[config.mk]
export PLATFORM = sky130hd
export DESIGN_NAME = systolic_array_ctrl_flat
export DESIGN_NICKNAME = d
export VERILOG_FILES = /design/src/rtl/systolic_array_ctrl_pkg.sv /design/src/rtl/systolic_array_ctrl_if.sv /design/src/rtl/systolic_array_ctrl_skew_delay.sv /design/src/rtl/systolic_array_ctrl.sv /design/src/flat_wrapper.sv
export SDC_FILE = /design/constraint.sdc
export NUM_CORES = 1
export LEC_CHECK = 0
export ABC_AREA = 1
export CAP_MARGIN = 40
export CORE_MARGIN = 5
export CORE_UTILIZATION = 35
export CTS_BUF_LIST = sky130_fd_sc_hd__clkbuf_4 sky130_fd_sc_hd__clkbuf_8
export DETAILED_ROUTE_END_ITERATION = 10
export PLACE_DENSITY = 0.72
export SLEW_MARGIN = 10
export SYNTH_ARGS = -nofsm -noshare
export SYNTH_HDL_FRONTEND = slang
export SYNTH_SLANG_ARGS = --single-unit
[constraint.sdc]
create_clock -name i_clk -period 1.8 [get_ports i_clk]
set_input_delay 0.18 -clock i_clk [delete_from_list [all_inputs] [get_ports i_clk]]
set_output_delay 0.18 -clock i_clk [all_outputs]
set_load 0.01 [all_outputs]
[src/rtl/systolic_array_ctrl_pkg.sv]
// Shared types and sizing helpers for the systolic array controller.
// Covers the sequencer state encoding, flush length and phase-counter width.
package sa_ctrl_pkg;

  typedef enum logic [2:0] {
    ST_IDLE,
    ST_CLEAR,
    ST_FEED,
    ST_FLUSH,
    ST_DRAIN,
    ST_DONE
  } state_e;

  function automatic int flush_len(input int s_height, input int s_width);
    return s_height + s_width - 1;
  endfunction

  // One counter serves both FLUSH and DRAIN, so it must cover the longer of the two.
  function automatic int phase_cnt_w(input int s_height, input int s_width);
    int m;
    m = flush_len(s_height, s_width);
    if (s_width > m) m = s_width;
    return (m <= 2) ? 1 : $clog2(m);
  endfunction

endpackage

[src/rtl/systolic_array_ctrl_if.sv]
// Operand handshake plus array control bundle between host, controller and array.
// slave = controller side, master = operand source / observer side.
interface sa_ctrl_if #(
  parameter int DATA_WIDTH = 8,
  parameter int S_WIDTH    = 2,
  parameter int S_HEIGHT   = 2,
  parameter int K_WIDTH    = 8
);
  logic                           i_start;
  logic [K_WIDTH-1:0]             i_k;
  logic                           i_relu_en;
  logic                           i_valid;
  logic                           o_ready;
  logic [S_HEIGHT*DATA_WIDTH-1:0] i_ifmap_vec;
  logic [S_WIDTH*DATA_WIDTH-1:0]  i_weight_vec;
  logic [S_HEIGHT*DATA_WIDTH-1:0] o_ifmap;
  logic [S_WIDTH*DATA_WIDTH-1:0]  o_weight;
  logic                           o_reg_clear;
  logic                           o_pe_en;
  logic                           o_relu_en;
  logic                           o_psum_out_en;
  logic                           o_busy;
  logic                           o_done;

  modport master (
    output i_start, i_k, i_relu_en, i_valid, i_ifmap_vec, i_weight_vec,
    input  o_ready, o_ifmap, o_weight, o_reg_clear, o_pe_en, o_relu_en,
           o_psum_out_en, o_busy, o_done
  );

  modport slave (
    input  i_start, i_k, i_relu_en, i_valid, i_ifmap_vec, i_weight_vec,
    output o_ready, o_ifmap, o_weight, o_reg_clear, o_pe_en, o_relu_en,
           o_psum_out_en, o_busy, o_done
  );
endinterface

[src/rtl/systolic_array_ctrl_skew_delay.sv]
// Enabled shift line of DEPTH stages with synchronous clear; DEPTH=0 is a plain wire.
// Latency DEPTH enabled cycles; holds contents while i_en is low.
module skew_delay #(
  parameter int DEPTH      = 1,
  parameter int DATA_WIDTH = 8
) (
  input  logic                  i_clk,
  input  logic                  i_nrst,
  input  logic                  i_en,
  input  logic                  i_clr,
  input  logic [DATA_WIDTH-1:0] i_dat,
  output logic [DATA_WIDTH-1:0] o_dat
);

  if (DEPTH == 0) begin : g_wire
    logic unused_ok;
    assign unused_ok = ^{i_clk, i_nrst, i_en, i_clr};
    assign o_dat = i_dat;
  end else begin : g_pipe
    logic [DATA_WIDTH-1:0] stage [DEPTH];

    always_ff @(posedge i_clk or negedge i_nrst) begin
      if (!i_nrst) begin
        for (int i = 0; i < DEPTH; i++) stage[i] <= '0;
      end else if (i_clr) begin
        for (int i = 0; i < DEPTH; i++) stage[i] <= '0;
      end else if (i_en) begin
        stage[0] <= i_dat;
        for (int i = 1; i < DEPTH; i++) stage[i] <= stage[i-1];
      end
    end

    assign o_dat = stage[DEPTH-1];
  end

endmodule

[src/rtl/systolic_array_ctrl.sv]
// Sequencer for the systolic array: clear, skewed K-beat feed, zero flush, psum drain, done.
// Done lands K+FLUSH_LEN+S_WIDTH+2 cycles after start; stalls on i_valid freeze the array.
module systolic_array_ctrl
  import sa_ctrl_pkg::*;
#(
  parameter int DATA_WIDTH = 8,
  parameter int S_WIDTH    = 2,
  parameter int S_HEIGHT   = 2,
  parameter int K_WIDTH    = 8
) (
  input logic   i_clk,
  input logic   i_nrst,
  sa_ctrl_if.slave bus
);

  localparam int FLUSH_LEN = flush_len(S_HEIGHT, S_WIDTH);
  localparam int PW        = phase_cnt_w(S_HEIGHT, S_WIDTH);
  localparam logic [PW-1:0] FLUSH_LAST = PW'(FLUSH_LEN - 1);
  localparam logic [PW-1:0] DRAIN_LAST = PW'(S_WIDTH - 1);

  state_e             state;
  logic [K_WIDTH-1:0] k_q;
  logic [K_WIDTH-1:0] beat_cnt;
  logic [PW-1:0]      phase_cnt;
  logic               relu_q;

  logic accept;
  logic pe_en;
  logic reg_clear;

  assign accept    = (state == ST_FEED) && bus.i_valid;
  assign pe_en     = accept || (state == ST_FLUSH);
  assign reg_clear = (state == ST_CLEAR);

  always_ff @(posedge i_clk or negedge i_nrst) begin
    if (!i_nrst) begin
      state     <= ST_IDLE;
      k_q       <= '0;
      beat_cnt  <= '0;
      phase_cnt <= '0;
      relu_q    <= 1'b0;
    end else begin
      case (state)
        ST_IDLE: begin
          if (bus.i_start) begin
            k_q    <= bus.i_k;
            relu_q <= bus.i_relu_en;
            state  <= ST_CLEAR;
          end
        end
        ST_CLEAR: begin
          beat_cnt  <= '0;
          phase_cnt <= '0;
          state     <= (k_q == '0) ? ST_DONE : ST_FEED;
        end
        ST_FEED: begin
          // Compare before incrementing so K = 2^K_WIDTH-1 never wraps the counter.
          if (accept) begin
            if (beat_cnt == k_q - 1'b1) state <= ST_FLUSH;
            else                        beat_cnt <= beat_cnt + 1'b1;
          end
        end
        ST_FLUSH: begin
          if (phase_cnt == FLUSH_LAST) begin
            phase_cnt <= '0;
            state     <= ST_DRAIN;
          end else begin
            phase_cnt <= phase_cnt + 1'b1;
          end
        end
        ST_DRAIN: begin
          if (phase_cnt == DRAIN_LAST) begin
            phase_cnt <= '0;
            state     <= ST_DONE;
          end else begin
            phase_cnt <= phase_cnt + 1'b1;
          end
        end
        ST_DONE:  state <= ST_IDLE;
        default:  state <= ST_IDLE;
      endcase
    end
  end

  assign bus.o_ready       = (state == ST_FEED);
  assign bus.o_pe_en       = pe_en;
  assign bus.o_reg_clear   = reg_clear;
  assign bus.o_psum_out_en = (state == ST_DRAIN);
  assign bus.o_done        = (state == ST_DONE);
  assign bus.o_busy        = (state != ST_IDLE);
  assign bus.o_relu_en     = relu_q && (state != ST_IDLE);

  // Lane 0 sees the accepted beat or zero, which also provides the flush zeros.
  logic [S_HEIGHT*DATA_WIDTH-1:0] if_in;
  logic [S_WIDTH*DATA_WIDTH-1:0]  wt_in;
  logic [S_HEIGHT*DATA_WIDTH-1:0] if_out;
  logic [S_WIDTH*DATA_WIDTH-1:0]  wt_out;

  assign if_in = accept ? bus.i_ifmap_vec  : '0;
  assign wt_in = accept ? bus.i_weight_vec : '0;

  for (genvar r = 0; r < S_HEIGHT; r++) begin : g_if_skew
    skew_delay #(.DEPTH(r), .DATA_WIDTH(DATA_WIDTH)) u_dly (
      .i_clk (i_clk),
      .i_nrst(i_nrst),
      .i_en  (pe_en),
      .i_clr (reg_clear),
      .i_dat (if_in[r*DATA_WIDTH +: DATA_WIDTH]),
      .o_dat (if_out[r*DATA_WIDTH +: DATA_WIDTH])
    );
  end

  for (genvar c = 0; c < S_WIDTH; c++) begin : g_wt_skew
    skew_delay #(.DEPTH(c), .DATA_WIDTH(DATA_WIDTH)) u_dly (
      .i_clk (i_clk),
      .i_nrst(i_nrst),
      .i_en  (pe_en),
      .i_clr (reg_clear),
      .i_dat (wt_in[c*DATA_WIDTH +: DATA_WIDTH]),
      .o_dat (wt_out[c*DATA_WIDTH +: DATA_WIDTH])
    );
  end

  assign bus.o_ifmap  = if_out;
  assign bus.o_weight = wt_out;

endmodule

[src/flat_wrapper.sv]
// flat-port wrapper written by rule: the top's interface ports become plain ports
module systolic_array_ctrl_flat import sa_ctrl_pkg::*;
#(
  parameter int DATA_WIDTH = 8,
  parameter int S_WIDTH    = 2,
  parameter int S_HEIGHT   = 2,
  parameter int K_WIDTH    = 8
)
  (i_clk, i_nrst, bus_i_start, bus_i_k, bus_i_relu_en, bus_i_valid, bus_i_ifmap_vec, bus_i_weight_vec, bus_o_ready, bus_o_ifmap, bus_o_weight, bus_o_reg_clear, bus_o_pe_en, bus_o_relu_en, bus_o_psum_out_en, bus_o_busy, bus_o_done);
  sa_ctrl_if #(.DATA_WIDTH(DATA_WIDTH), .S_WIDTH(S_WIDTH), .S_HEIGHT(S_HEIGHT), .K_WIDTH(K_WIDTH)) bus_i ();
  input logic i_clk;
  input logic i_nrst;
  input wire logic [$bits(bus_i.i_start)-1:0] bus_i_start;
  input wire logic [$bits(bus_i.i_k)-1:0] bus_i_k;
  input wire logic [$bits(bus_i.i_relu_en)-1:0] bus_i_relu_en;
  input wire logic [$bits(bus_i.i_valid)-1:0] bus_i_valid;
  input wire logic [$bits(bus_i.i_ifmap_vec)-1:0] bus_i_ifmap_vec;
  input wire logic [$bits(bus_i.i_weight_vec)-1:0] bus_i_weight_vec;
  output wire logic [$bits(bus_i.o_ready)-1:0] bus_o_ready;
  output wire logic [$bits(bus_i.o_ifmap)-1:0] bus_o_ifmap;
  output wire logic [$bits(bus_i.o_weight)-1:0] bus_o_weight;
  output wire logic [$bits(bus_i.o_reg_clear)-1:0] bus_o_reg_clear;
  output wire logic [$bits(bus_i.o_pe_en)-1:0] bus_o_pe_en;
  output wire logic [$bits(bus_i.o_relu_en)-1:0] bus_o_relu_en;
  output wire logic [$bits(bus_i.o_psum_out_en)-1:0] bus_o_psum_out_en;
  output wire logic [$bits(bus_i.o_busy)-1:0] bus_o_busy;
  output wire logic [$bits(bus_i.o_done)-1:0] bus_o_done;
  assign bus_i.i_start = bus_i_start;
  assign bus_i.i_k = bus_i_k;
  assign bus_i.i_relu_en = bus_i_relu_en;
  assign bus_i.i_valid = bus_i_valid;
  assign bus_i.i_ifmap_vec = bus_i_ifmap_vec;
  assign bus_i.i_weight_vec = bus_i_weight_vec;
  assign bus_o_ready = bus_i.o_ready;
  assign bus_o_ifmap = bus_i.o_ifmap;
  assign bus_o_weight = bus_i.o_weight;
  assign bus_o_reg_clear = bus_i.o_reg_clear;
  assign bus_o_pe_en = bus_i.o_pe_en;
  assign bus_o_relu_en = bus_i.o_relu_en;
  assign bus_o_psum_out_en = bus_i.o_psum_out_en;
  assign bus_o_busy = bus_i.o_busy;
  assign bus_o_done = bus_i.o_done;
  systolic_array_ctrl #(.DATA_WIDTH(DATA_WIDTH), .S_WIDTH(S_WIDTH), .S_HEIGHT(S_HEIGHT), .K_WIDTH(K_WIDTH)) u_core (.i_clk(i_clk), .i_nrst(i_nrst), .bus(bus_i));
endmodule
Word level (Yosys, flattened, before mapping)
Index checks and enable logic that the tools add are counted.

word-level totals
  register bits after elaboration = 38
  input bits = 45
  logic and storage cells = 55

operators by class
  $add $sub $neg = 3
  equal/unequal tests = 14
  multiplexer cells = 19
  reductions and logical operators = 12

operators with widths
  cell                   number
  $mux W8                6
  $mux W16               2
  $mux W3                6
  $pmux W8 S2            1
  $pmux W3 S5            1
  $add A8 B1 Y8 const B  1
  $eq A8 B8 Y1           1
  $logic_not A8 Y1       1
  $sub A8 B1 Y8 const B  1
  $eq A3 B2 Y1 const B   2
  $eq A3 B3 Y1 const B   2
  $ne A2 B1 Y1 const B   3
  $ne A2 B2 Y1 const B   3
  $pmux W2 S3            1
  $reduce_bool A3 Y1     2
  $reduce_and A5 Y1      1
  $mux W2                2
  $reduce_bool A2 Y1     2
  $eq A3 B1 Y1 const B   1
  $logic_not A3 Y1       1
  $reduce_and A3 Y1      1
  $add A2 B1 Y2 const B  1
  $eq A2 B1 Y1 const B   1
  $eq A2 B2 Y1 const B   1
  other kinds (3)        4

Logic depth before layout (Yosys ltp)
  depth in word-level cells = 5
  depth in mapped cells = 13
  gate-level depth less buffers = 13

By module
A second synthesis with hierarchy kept.

unflattened totals
  cell total of the unflattened synthesis = 383
  area total of the unflattened synthesis = 2597.5 um^2

by module, submodules not included
  module                                      instances  cells each  area an instance (um^2)  seq. area each (um^2)
  systolic_array_ctrl                         1          297         1806.7                   550.5
  skew_delay (u_core.g_if_skew[1].u_dly ...)  2          35          335.3                    200.2
  skew_delay (u_core.g_if_skew[0].u_dly ...)  2          8           60.1                     0.0

Worst setup path before layout
No wires, ideal clock.

  kind = register to register
  from = reg u_core.k_q[0]
  to = reg u_core.state[1]
  setup time = 0.117 ns
  arrival = 1.601 ns
  slack = 0.082 ns
  stages on the path, launching flop included = 13
  buffers on the path = 0
  period minus slack after synthesis = 1.718 ns
  path through = dfrtp_1 -> inv_2 -> ha_1 -> xor2_1 -> nand2_1 -> nor2_1 -> nand2_2 -> nor2_4 -> nand3_4 -> nand2_1 -> nand3_1 -> nand2_1 -> nand2_1

between the ends
  cells in the longest elaborated chain, start to end = 4

RTL lines
  element                      RTL line                   text
  start, declared              systolic_array_ctrl.sv:22  logic [K_WIDTH-1:0] k_q;
  start signal, assigned       systolic_array_ctrl.sv:46  k_q <= bus.i_k;
  $sub A8 B1 Y8                systolic_array_ctrl.sv:59  if (beat_cnt == k_q - 1'b1) state <= ST_FLUSH;
  $eq A8 B8 Y1                 systolic_array_ctrl.sv:59
  $ne A2 B1 Y1 (no line)       -
  $reduce_and A5 Y1 (no line)  -
  end signal, assigned         systolic_array_ctrl.sv:54  state <= (k_q == '0) ? ST_DONE : ST_FEED;
  end, declared                systolic_array_ctrl.sv:21  state_e state;

Parallel ways exist; a longest one is shown, timed or not.
A chain may end at the register's enable or synchronous reset.

Worst setup path after layout
  from = reg u_core.state[0]
  to = out bus_o_busy

between the ends
  cells in the longest elaborated chain, start to end = 1

RTL lines
  element             RTL line                   text
  $reduce_bool A3 Y1  systolic_array_ctrl.sv:90  assign bus.o_busy = (state != ST_IDLE);
  end, declared       flat_wrapper.sv:26         output wire logic [$bits(bus_i.o_busy)-1:0] bus_o_busy;

No other way between the ends.

==> metrics.txt <==
# TYPE chip_impl_metric gauge
chip_impl_info{name="critical-path-slowest-cell",value="clkdlybuf4s50_1"} 1
chip_impl_metric{name="worst_path_largest_cell_delay",unit="ns"} 0.47
chip_impl_metric{name="route.detailed.drc",unit=""} 0
chip_impl_metric{name="instances_no_fill",unit=""} 485
chip_impl_metric{name="fmaxAchievable",unit="MHz"} 566
chip_impl_metric{name="io_pins",unit=""} 84
chip_impl_metric{name="clock-sinks",unit=""} 38
chip_impl_metric{name="power.leakage",unit="nW"} 1.77
chip_impl_metric{name="total_nets_final",unit=""} 454
chip_impl_info{name="ys_dominant_reg_cell",value="dfrtp_1"} 1
chip_impl_metric{name="finalSetupViolations",unit=""} 0
chip_impl_info{name="worstSetupEndpoint",value="bus_o_busy"} 1
chip_impl_metric{name="cp_max_fo",unit=""} 4
chip_impl_metric{name="number_of_warning_messages_in_the_yosys_log",unit=""} 0
chip_impl_info{name="setup_repair_after_global_routing_missed_its_margin",value="yes"} 1
chip_impl_metric{name="final.min_clock_period",unit="ns"} 1.77
chip_impl_metric{name="max_slew.worst_pin.slew",unit="ns"} 0.461
chip_impl_metric{name="synthMuxAreaShare",unit=""} 0.00506
chip_impl_metric{name="globalRoute.totalOverflow",unit=""} 0
chip_impl_info{name="hold_path.class",value="primary input to asynchronous set/reset pin"} 1
chip_impl_metric{name="fp.coreArea",unit="mm2"} 0.00628
chip_impl_metric{name="dr_total_vias",unit=""} 2299
chip_impl_metric{name="synth_largest_type_area_fraction",unit=""} 0.427
chip_impl_metric{name="antenna_nets_post_route",unit=""} 0
chip_impl_metric{name="maxCapViolations",unit=""} 0
chip_impl_info{name="layout_common_cells",value="nand2_1 (71), clkdlybuf4s50_1 (62), inv_1 (44)"} 1
chip_impl_metric{name="grt.total_usage",unit=""} 0.153
chip_impl_metric{name="worst_ep_required_time",unit="ns"} 1.62
chip_impl_info{name="ctsRootBufferMaster",value="clkbuf_8"} 1
chip_impl_metric{name="worst-r2r-setup-slack",unit="ns"} 0.05
chip_impl_metric{name="fin_worst_skew",unit="ns"} 0.00914
chip_impl_metric{name="proportion_of_synthesized_chip_area_in_sequential_cells",unit=""} 0.427
chip_impl_info{name="synth_area_leader_cell",value="dfrtp_1"} 1
chip_impl_info{name="worst_setup_path_startpoint",value="u_core.state[0]$_DFFE_PN0P_"} 1
chip_impl_metric{name="synth_area_in_xor_xnor",unit=""} 0.0416
chip_impl_info{name="worstReg2RegEnd",value="u_core.beat_cnt[7]$_DFFE_PN0P_"} 1
chip_impl_metric{name="synth.distinct_cells",unit=""} 25
chip_impl_metric{name="dp.final_hpwl",unit="mm"} 4.76
chip_impl_metric{name="powerDensity",unit="mW/mm2"} 1410
chip_impl_metric{name="area_growth_syn_to_layout",unit="%"} 49.4
chip_impl_metric{name="routabilityCongestion",unit=""} 0.856
chip_impl_metric{name="synthArstFlopShare",unit=""} 1.00
chip_impl_metric{name="numCtsBuffers",unit=""} 5
chip_impl_metric{name="worst_hold_margin",unit="ns"} 0.363
chip_impl_metric{name="insertedDiodeCount",unit=""} 0
chip_impl_metric{name="ff2ff_path_depth",unit=""} 11
chip_impl_metric{name="critPathArrivalTime",unit="ns"} 1.59
chip_impl_metric{name="design.die.area",unit="mm2"} 0.00805
chip_impl_metric{name="synth_compound_gate_area_share",unit=""} 0.0517
chip_impl_metric{name="peakVddDrop",unit="mV"} 0.678
chip_impl_info{name="timing.critical_path.from_type",value="register"} 1
chip_impl_metric{name="routed_length_per_placed_instance",unit="um"} 12.7
chip_impl_metric{name="route.final.wire_length",unit="mm"} 6.15
chip_impl_metric{name="clock_tree.buffer_depth",unit=""} 2
chip_impl_metric{name="maxSlewHeadroom",unit=""} 0.692
chip_impl_metric{name="timing_max_transition_violations_final",unit=""} 0
chip_impl_info{name="outcome",value="finished, final reports clean"} 1
chip_impl_metric{name="drt_iter0_markers",unit=""} 95
chip_impl_metric{name="port_buffers",unit=""} 83
chip_impl_metric{name="grt_antenna_before_repair",unit=""} 0
chip_impl_metric{name="fraction_of_the_mapped_netlist_area_in_adder_cells",unit=""} 0.0112
chip_impl_metric{name="fraction_of_final_layout_cells_with_drive_strength_greater_than_1",unit=""} 0.169
chip_impl_metric{name="cts_htree_levels",unit=""} 2
chip_impl_metric{name="largest_net_degree_at_the_start_of_global_routing",unit=""} 21
chip_impl_info{name="timing.setup.critical_path_class",value="register to primary output"} 1
chip_impl_metric{name="rows",unit=""} 29
chip_impl_metric{name="synthesis.area_per_instance",unit="um2"} 7.18
chip_impl_metric{name="fp.dieH",unit="um"} 89.7
chip_impl_metric{name="critPathBufInv",unit=""} 3
chip_impl_info{name="layout_commonest_cell",value="nand2_1"} 1
chip_impl_metric{name="synth-seq-cells",unit=""} 38
chip_impl_metric{name="critical_path_cell_count",unit=""} 5
chip_impl_metric{name="clk_lat_worst_skew",unit="ns"} 0.29
chip_impl_info{name="path_common_cell",value="inv_2"} 1
chip_impl_metric{name="number_of_endpoints_with_negative_hold_slack_in_the_final_report",unit=""} 0
chip_impl_metric{name="post_synth_inst_count",unit=""} 310
chip_impl_metric{name="dr.pass1.iters",unit=""} 4
chip_impl_info{name="setup.worst_path.end_class",value="primary output"} 1
chip_impl_info{name="cts_tree",value="done"} 1
chip_impl_metric{name="placed_cells",unit=""} 475
chip_impl_info{name="cp_top_family",value="buffers and inverters"} 1
chip_impl_metric{name="via_count_of_the_first_global_routing_pass",unit=""} 2330
chip_impl_info{name="timing.rr.start",value="u_core.k_q[1]$_DFFE_PN0P_"} 1
chip_impl_metric{name="fill_cells",unit=""} 603
chip_impl_metric{name="yosys.area_share.simple",unit=""} 0.358
chip_impl_metric{name="routed_via_density",unit=""} 4.74
chip_impl_metric{name="clk_transition_reported_paths",unit="ns"} 0.09
chip_impl_info{name="dominant_combinational_cell_family_by_area_after_synthesis",value="simple AND/OR/NAND/NOR gates"} 1
chip_impl_metric{name="grt_pass1_wl",unit="mm"} 10.6
chip_impl_info{name="ys_top_cells_by_area",value="dfrtp_1 (43%), nand2_1 (12%), nand3_1 (8.8%)"} 1
chip_impl_metric{name="synth_nets",unit=""} 357
chip_impl_info{name="worstPathCellList",value="nor2_1 -> inv_2 -> nor2_4 -> inv_2 -> clkdlybuf4s50_1"} 1
chip_impl_metric{name="final_core_util",unit=""} 0.529
chip_impl_metric{name="number_of_flops_mapped_to_enable_cells_by_yosys",unit=""} 0
chip_impl_metric{name="start_util",unit=""} 0.354
chip_impl_metric{name="netlist_area_before_placement",unit="mm2"} 0.00222
chip_impl_metric{name="floorplan.die.width",unit="um"} 89.7
chip_impl_metric{name="final.period_utilization",unit=""} 0.981
[report_power, final]
group / switching, mW / internal (mW)
clock: 0.336 / 0.413
sequential: 0.269 / 1.19
combinational: 1.37 / 1.12
[synth_stat cells, types with 2 or more instances]
library cell  number
xnor2_1            2
clkbuf_1           9
dfrtp_1           38
nand2_1           73
nor2_2             2
nand3_1           39
o21ai_0            7
ha_1               2
nand4_1           13
inv_1             45
nor3_1             3
inv_2              8
a21oi_1            9
xor2_1             6
nand2_2            2
nor2_1            43
[cells by family (layout without fill, tap and decap cells)]
kind of cell	after synthesis	in the layout
simple gates	178	178
buf+inv	62	160
flops	38	38
compound gates	20	20
xor+xnor	9	9
fa+ha+maj	2	2
mux	1	1
[sequential cells by signal (all words and copies together) (netlist names)]
name,cells
u_core.beat_cnt,8
u_core.relu_q,1
u_core.g_if_skew.u_dly.o_dat,8
u_core.k_q,8
u_core.state,3
u_core.g_wt_skew.u_dly.o_dat,8
u_core.phase_cnt,2
[final cells by class]
cell class / count / area [um2] / share of cell area
multi-input combinational: 210 / 1080 / 0.325
sequential: 38 / 953 / 0.287
clock buffer: 5 / 68.8 / 0.0207
inverter: 53 / 199 / 0.0599
timing repair buffer: 99 / 880 / 0.265
tap: 77 / 96.3 / 0.0290
clock inverter: 3 / 45.0 / 0.0136
[what timing repair did]
| item | 4_1_cts | 5_1_grt |
|---|---|---|
| setup endpoints to repair | 22 | 30 |
| setup buffers | 0 | 1 |
| pin swaps | 0 | 5 |
| hold buffers | 1 | 0 |
| gates resized for setup | 24 | 45 |
| gates cloned | 0 | 0 |
| endpoints found under the hold margin | 18 | 0 |
[worst min-delay path by stage]
stage                                                                 to  slack [ns]  cells past startpoint
after floorplan                           u_core.beat_cnt[0]$_DFFE_PN0P_       -0.12                      0
after global placement                         u_core.k_q[2]$_DFFE_PN0P_        0.15                      1
after detailed placement                       u_core.k_q[2]$_DFFE_PN0P_        0.16                      1
after CTS                                      u_core.k_q[2]$_DFFE_PN0P_        0.37                      2
after global routing      u_core.g_if_skew[1].u_dly.o_dat[0]$_DFFE_PN0P_        0.44                      2
final                                          u_core.k_q[2]$_DFFE_PN0P_        0.36                      2
[stage by stage]
| stage | instance area, um2 | power [mW] | TNS, ns | worst slack [ns] |
|---|---|---|---|---|
| after detailed placement | 3230 | 3.94 | -0.0339 | -0.0339 |
| final | 3320 | 4.70 | 0 | 0.0342 |
| after global routing | 3320 | 5.10 | -0.493 | -0.0791 |
| after CTS | 3340 | 4.66 | -0.284 | -0.103 |
| after global placement | 3230 | 3.90 | 0 | 0.00640 |
| after floorplan | 2220 | 2.80 | 0 | 0.0823 |
[layer usage]
metal,share of wire,global-route usage,vias to the layer above
met5,0,0,-
met3,0.061,0.0467,7
met1,0.40,0.178,1080
li1,-,-,1164
met2,0.53,0.276,48
met4,0.0089,0.0290,0
(Power assumes the default switching activity.)
